## src/rtl/array_ram_pkg.sv

```systemverilog
// Shared primitives for compiled dataflow blocks: default word/address widths,
// their types, boolean constants and the array_ram controller state type.
package array_ram_pkg;

    localparam int intN  = 8;
    localparam int addrN = 8;

    typedef logic [intN-1:0]  intT;
    typedef logic [addrN-1:0] addrT;

    localparam logic true  = 1'b1;
    localparam logic false = 1'b0;

    typedef enum logic {
        CLEAR = 1'b0,
        IDLE  = 1'b1
    } array_ram_state_e;

endpackage

```

## src/rtl/array_ram_core.sv

```systemverilog
// Inferred single-port RAM with write enable and a registered output that
// returns the written word on writes and the stored word on reads.
module array_ram_core
    import array_ram_pkg::*;
#(
    parameter int N = intN,
    parameter int A = addrN
) (
    input  logic         clk,
    input  logic         nrst,
    input  logic         en,
    input  logic         we,
    input  logic [A-1:0] addr,
    input  logic [N-1:0] wdata,
    output logic [N-1:0] rdata
);

    logic [N-1:0] mem [0:(1<<A)-1];
    logic [N-1:0] rdata_d;
    logic [N-1:0] rdata_q;

    // Output holds its value on cycles without an access.
    always_comb begin
        rdata_d = rdata_q;
        if (en) begin
            rdata_d = we ? wdata : mem[addr];
        end
    end

    always_ff @(posedge clk) begin
        if (!nrst) begin
            rdata_q <= '0;
        end else begin
            rdata_q <= rdata_d;
        end
    end

    always_ff @(posedge clk) begin
        if (en && we) begin
            mem[addr] <= wdata;
        end
    end

    assign rdata = rdata_q;

endmodule

```

## src/rtl/array_ram.sv

```systemverilog
// Backing store for Array interfaces: zero-sweeps the memory after reset, then
// serves one read or write per valid cycle with a one-cycle ready strobe.
module array_ram
    import array_ram_pkg::*;
#(
    parameter int N = intN,
    parameter int A = addrN
) (
    input  logic         clk,
    input  logic         nrst,
    input  logic [A-1:0] addr,
    input  logic         we,
    input  logic [N-1:0] di,
    input  logic         valid,
    // 'do' is a reserved word, so the response port is dout.
    output logic [N-1:0] dout,
    output logic         ready
);

    array_ram_state_e state_q, state_d;
    logic [A-1:0]     cnt_q, cnt_d;
    logic             ready_q, ready_d;

    logic             mem_en;
    logic             mem_we;
    logic [A-1:0]     mem_addr;
    logic [N-1:0]     mem_wdata;

    always_comb begin
        state_d   = state_q;
        cnt_d     = cnt_q;
        ready_d   = false;
        mem_en    = false;
        mem_we    = false;
        mem_addr  = addr;
        mem_wdata = di;

        case (state_q)
            CLEAR: begin
                mem_en    = true;
                mem_we    = true;
                mem_addr  = cnt_q;
                mem_wdata = '0;
                cnt_d     = cnt_q + 1'b1;
                if (cnt_q == '1) begin
                    state_d = IDLE;
                end
            end
            IDLE: begin
                if (valid) begin
                    mem_en  = true;
                    mem_we  = we;
                    ready_d = true;
                end
            end
            default: state_d = CLEAR;
        endcase

        // Reset wins over any request or clear write on the same edge.
        if (!nrst) begin
            mem_en = false;
            mem_we = false;
        end
    end

    always_ff @(posedge clk) begin
        if (!nrst) begin
            state_q <= CLEAR;
            cnt_q   <= '0;
            ready_q <= false;
        end else begin
            state_q <= state_d;
            cnt_q   <= cnt_d;
            ready_q <= ready_d;
        end
    end

    array_ram_core #(
        .N(N),
        .A(A)
    ) u_core (
        .clk  (clk),
        .nrst (nrst),
        .en   (mem_en),
        .we   (mem_we),
        .addr (mem_addr),
        .wdata(mem_wdata),
        .rdata(dout)
    );

    assign ready = ready_q;

endmodule

```

## config.mk

```make
export PLATFORM = sky130hd
export DESIGN_NAME = array_ram
export DESIGN_NICKNAME = d
export VERILOG_FILES = /design/src/rtl/array_ram_pkg.sv /design/src/rtl/array_ram_core.sv /design/src/rtl/array_ram.sv
export SDC_FILE = /design/constraint.sdc
export NUM_CORES = 2
export LEC_CHECK = 0
export BUFFER_PORTS_ARGS = -buffer_cell sky130_fd_sc_hd__buf_2
export CORE_UTILIZATION = 50
export CTS_BUF_LIST = sky130_fd_sc_hd__clkbuf_16
export CTS_CLUSTER_SIZE = 40
export DETAILED_ROUTE_END_ITERATION = 6
export PLACE_DENSITY = 0.62
export RECOVER_POWER = 50
export SLEW_MARGIN = 5
export SYNTH_ARGS = -nofsm -noshare
export SYNTH_HDL_FRONTEND = slang
export SYNTH_SLANG_ARGS = --single-unit
```

## constraint.sdc

```tcl
create_clock -name clk -period 13.75 [get_ports clk]
set_clock_uncertainty 0.15 [all_clocks]
set_input_delay 0 -clock clk [delete_from_list [all_inputs] [get_ports clk]]
set_output_delay 0 -clock clk [all_outputs]
set_load 0.02 [all_outputs]
```

=== After elaboration in Yosys (flattened, before gate mapping) ===
Memories as Yosys holds them, arrays and structs flattened. A register that Yosys moved wholly into a read port is not among the register bits.
Cells that the tools add are included.

* Register bits: 10
* Memory bits (writable): 2,048
* Output and inout port bits: 9
* Memories kept: 1
* Input bits: 20
* Word-level logic and storage cells: 22

{| class="wikitable"
|+ Memory list
! name !! depth !! bits a word !! read ports !! clocked after Yosys merged registers in !! write ports !! line !! text
|-
| u_core.mem || 256 || 8 || 1 || 1 || 1 || array_ram_core.sv:18 || <nowiki>logic [N-1:0] mem [0:(1<<A)-1];</nowiki>
|}

* Multiplexer cells: 12
* Equal/unequal tests: 1
* Reductions and logical operators: 3
* Add/subtract/negate cells: 1
* Bitwise gates (word level): 1

{| class="wikitable"
|+ Operators by type and width
! cell !! number
|-
| two-way mux 8 bit || 2
|-
| adder 8 x 1 -> 8 bit, second input constant || 1
|-
| equality test 8 bit, second input constant || 1
|-
| two-way mux 1 bit || 8
|-
| case mux 1 bit (2 select lines) || 2
|-
| AND reduction 2 bit || 1
|-
| logical AND 1 bit || 1
|-
| zero test 1 bit || 1
|-
| NOT 1 bit || 1
|}

=== Depth between registers and ports, before layout ===
* Depth in word-level cells: 6
* Mapped depth: 13
* Depth with buffers taken out: 8

=== Hierarchy ===
A second synthesis with hierarchy kept.

* Cell total of the unflattened synthesis: 3,835
* Area, all modules: 80,380.8 um^2

{| class="wikitable"
|+ Modules (own cells, without submodules)
! module !! sequential area each (um^2) !! times used !! area each (um^2) !! cells an instance
|-
| array_ram_core || 61,659.1 || 1 || 79,780.3 || 3,772
|-
| array_ram || 200.2 || 1 || 600.6 || 63
|}

=== Worst setup path before layout ===
Ideal clock, no wire load.

* Path kind: register to register
* From: register state_q
* To: memory u_core.mem[0][0] in the netlist's numbering (data pin)
* Stages on the path, launching flop included: 7
* Required time: 12.733 ns
* Data arrival time: 4.894 ns
* Period minus slack after synthesis: 5.910 ns
* Slack: 7.840 ns
* Path buffers: 5
* Library setup time: 0.867 ns
* Path through: dfxtp_1 -> buf_4 -> clkbuf_1 -> clkbuf_1 -> clkbuf_1 -> clkbuf_1 -> and2_1

* Cells in the longest elaborated chain, start to end: 1

{| class="wikitable"
|+ RTL lines
! what !! line !! text
|-
| start: declaration || array_ram.sv:20 || <nowiki>array_ram_state_e state_q, state_d;</nowiki>
|-
| start signal: assignment || array_ram.sv:72 || <nowiki>state_q <= state_d;</nowiki>
|-
| two-way mux 8 bit || array_ram.sv:38 || <nowiki>case (state_q)</nowiki>
|-
| via mem_wdata[0] || array_ram.sv:27 || <nowiki>logic [N-1:0] mem_wdata;</nowiki>
|-
| end: declaration || array_ram_core.sv:18 ||
|}

The timed path passes the listed nets, and every way through them passes these cells.

=== Final worst setup path ===
* From: register state_q
* To: memory u_core.mem[168][4] in the netlist's numbering (data pin)

The elaborated chain is that of the path after synthesis.

==> run_results.csv <==
group,metric,value,unit
logic_synthesis,synth_nets,4112,
clocking,total_clock_buffers_created_by_cts,202,
setup_path,cp.arrival,9.86,ns
setup_path,slowest_delay,4.17,ns
finish,final_common_cell,"edfxtp_1",
grt,grt_first_pass_wirelength,298000,um
placed_design,place.gp.congestion,0.840,
finish,layout_common_cells,"2048 x edfxtp_1, 353 x mux4_2, 257 x mux2i_1, 226 x nand2_1, 219 x nor2_1",
finish,multi_input_area,0.0170,mm^2
detailed_routing,post-route-drc-count,0,
floorplan,initial_core_util,50.4,%
setup_path,sort_of_element_at_the_start_of_the_critical_path,"flip-flop",
floorplan,design.die.area,0.161,mm^2
timing,finalWorstSetupSlack,3.73,ns
clocking,root_buffer,"clkbuf_16",
floorplan,boundaryPins,29,
finish,finalNetCount,4238,
timing,period_minus_slack,10.02,ns
floorplan,die_height,402,um
power_and_ir_drop,totalPowerFinal,12600,uW
run,timing.max_cap.violations,21,
timing,worst_slew_margin_rel,-280,%
clocking,cts_repair_resize_count,0,
detailed_routing,vias,41000,
placed_design,preCtsSetupSlack,6.86,ns
clocking,post_cts_hold_buffers,32,
setup_path,slowest_stage_cell_on_the_critical_path,"and2_0",
clocking,count_of_clock_tree_sinks,2066,
outcome,violations,"max-capacitance violations, max-slew violations",
finish,syn2layout_area_growth,11.6,%
clocking,cts_clk_pin_slew_worst_paths,0.06,ns
clocking,clkLatencyLatePin,0.84,ns
logic_synthesis,synthesis.area,0.0798,mm^2
detailed_routing,firstDrtPassIters,7,
setup_path,crit_fanout,96,
timing,fin_crit_sh,72.9,%
logic_synthesis,ys_warn_count,0,
setup_path,worst_setup_end_kind,"flip-flop",
finish,register_area,0.0619,mm^2
logic_synthesis,postSynthCellCount,4091,
logic_synthesis,synth.yosys.seq_area_share,77.5,%
grt,global_route.overflow_total,0,
hold_path,hp-class,"primary input to flip-flop",
logic_synthesis,syn_avg_cell_area,19.5,um^2
detailed_routing,final_antenna_net_count,0,
outcome,result_of_the_run,"finished with violations",
grt,globalRouteTotalUtil,25.9,%
setup_path,worst_ep_required_time,13.59,ns
setup_path,cp.buffers_inverters,1,
logic_synthesis,commonest_register_cell_after_synthesis,"edfxtp_1",
timing,setup_total_negative_slack,0,ns
timing,hold_viol_final,0,
floorplan,fp.dieW,402,um
clocking,cts_setup_buffers,0,
timing,max_slew_violation_count,1522,
detailed_routing,routed_wirelength_normalized_by_instance_count,32.2,um
detailed_routing,drt_iter0_drc,4990,
logic_synthesis,synth-edff-count,2048,
clocking,ctsHtreeMaxLevel,4,
placed_design,portBuffers,28,
timing,grt_setup_unrepaired,"no",
detailed_routing,drt_wl_total,208000,um
grt,pin_count_of_the_biggest_net_entering_global_routing,193,
grt,vias_in_the_first_global_route,40700,
placed_design,hpwl,121000,um
detailed_routing,routed_via_density,6.36,
floorplan,coreArea,0.158,mm^2
setup_path,critPathTopFamily,"simple AND/OR/NAND/NOR gates",
floorplan,placementRows,146,
clocking,tritoncts,"yes",
finish,layout.core_utilization,56.2,%
setup_path,crit_path_category,"flip-flop to flip-flop",
finish,share_of_cells_above_drive_strength_1,17.9,%
power_and_ir_drop,max-vdd-ir-drop,113,uV
finish,nFillCells,11800,
clocking,clockBufferDepth,3,
grt,grt_antenna_before_repair,12,
timing,transition_time_at_the_pin_with_the_least_slew_margin,5.70,ns
logic_synthesis,yosysUniqueCellTypes,60,
timing,fmaxAchievable,99.8,MHz
logic_synthesis,ys_async_sr_fraction,0,%
timing,finalHoldWorstSlack,0.218,ns
setup_path,critical_path.cell_chain,"and2_0 > clkbuf_1",
logic_synthesis,postSynthRegisterBits,2066,
power_and_ir_drop,static-leakage-power,0.0259,uW
timing,setup_violations,0,
power_and_ir_drop,pwr_density_cell,142,mW/mm^2
-- path summary, 6_finish.rpt --
| path | from | end | slack [ns] | depth (start not counted) |
|---|---|---|---|---|
| worst max register to register | state_q | u_core.mem[168][4] | 3.73 | 2 |
| worst min-delay path | addr[3] | u_core.mem[171][2] | 0.22 | 5 |
| worst max-delay path | state_q | u_core.mem[168][4] | 3.73 | 2 |
| worst min register to register | cnt_q[7] | cnt_q[7] | 0.52 | 2 |
-- area by class of cell --
| type | instances | share of cell area, % |
|---|---|---|
| multi-input combinational | 1760 | 19.0 |
| sequential | 2066 | 69.5 |
| inverter | 2 | 0.00843 |
| timing repair buffer | 185 | 1.53 |
| clock buffer | 205 | 5.76 |
| antenna | 2 | 0.00562 |
| tap | 2072 | 2.91 |
| clock inverter | 163 | 1.29 |
-- power by group --
part	internal, uW	switching (uW)
sequential	6820	2.68
clock	2920	2340
combinational	211	339
total	9950	2680
-- Yosys cell counts (3+ instances only) --
cell | instances | share of area, %
edfxtp_1 | 2048 | 77
mux4_2 | 353 | 10
mux2i_1 | 259 | 3.2
nand2_1 | 226 | 1.1
nor2_1 | 222 | 1.0
a21oi_1 | 172 | 1.1
clkbuf_1 | 132 | 0.62
o22ai_1 | 126 | 0.99
a22oi_1 | 114 | 1.1
buf_2 | 89 | 0.56
nor3_1 | 50 | 0.31
nor4_1 | 28 | 0.22
o21ai_0 | 23 | 0.14
buf_1 | 21 | 0.099
dfxtp_1 | 18 | 0.45
o41ai_1 | 16 | 0.18
a41oi_1 | 15 | 0.16
and2_1 | 15 | 0.12
buf_4 | 15 | 0.14
a22o_1 | 14 | 0.15
o221ai_1 | 13 | 0.14
a211o_1 | 11 | 0.12
o21ai_1 | 9 | 0.056
nand3_1 | 7 | 0.044
a2111oi_0 | 6 | 0.066
buf_6 | 6 | 0.085
o31a_1 | 6 | 0.066
or4_1 | 5 | 0.047
xnor2_1 | 5 | 0.055
a211oi_1 | 4 | 0.038
nand4_1 | 4 | 0.031
nor2b_1 | 4 | 0.031
o31ai_1 | 4 | 0.038
or2_1 | 4 | 0.031
a221oi_1 | 3 | 0.033
and3_1 | 3 | 0.024
and3b_1 | 3 | 0.033
nand2b_1 | 3 | 0.024
nand3b_1 | 3 | 0.028
nor3b_1 | 3 | 0.028
o21a_1 | 3 | 0.028
-- worst min-delay path, stage by stage --
cell,delay [ns]
buf_2,0.12
and3b_1,0.27
nor2_2,0.22
nor3_1,0.22
buf_4,0.21
-- metal layers --
| layer | global-route usage, % | wire length, um | up-vias |
|---|---|---|---|
| li1 | - | - | 17100 |
| met1 | 38.2 | 86100 | 21600 |
| met2 | 38.8 | 95800 | 2035 |
| met3 | 5.19 | 19200 | 376 |
| met4 | 8.66 | 6840 | 10 |
| met5 | 0 | 67 | - |
-- sequential cells by signal, indices dropped and copies added (netlist names) --
register / count
u_core.mem: 2048
cnt_q: 8
state_q: 1
u_core.rdata: 8
ready: 1
-- logic make-up (layout without fill, tap and decap cells) --
kind of cell	Yosys count	in the layout	share of synthesized area [%]
buffers and inverters	265	555	1.51
AND/OR/NAND/NOR	584	584	3.12
XOR/XNOR	5	5	0.0549
multiplexers	614	614	13.2
adder cells (fa/ha/maj)	1	1	0.0157
AO/OA/AOI/OAI	556	556	4.55
flip-flops	2066	2066	77.5
other	0	2	0
-- stage by stage --
step	instances	instance area [um^2]
final	6455	89100
after CTS	6453	89200
after global placement	6053	82600
after floorplan	4091	79800
after detailed placement	6053	82600
after global routing	6454	89100
Power figures use the tool's default switching activity.
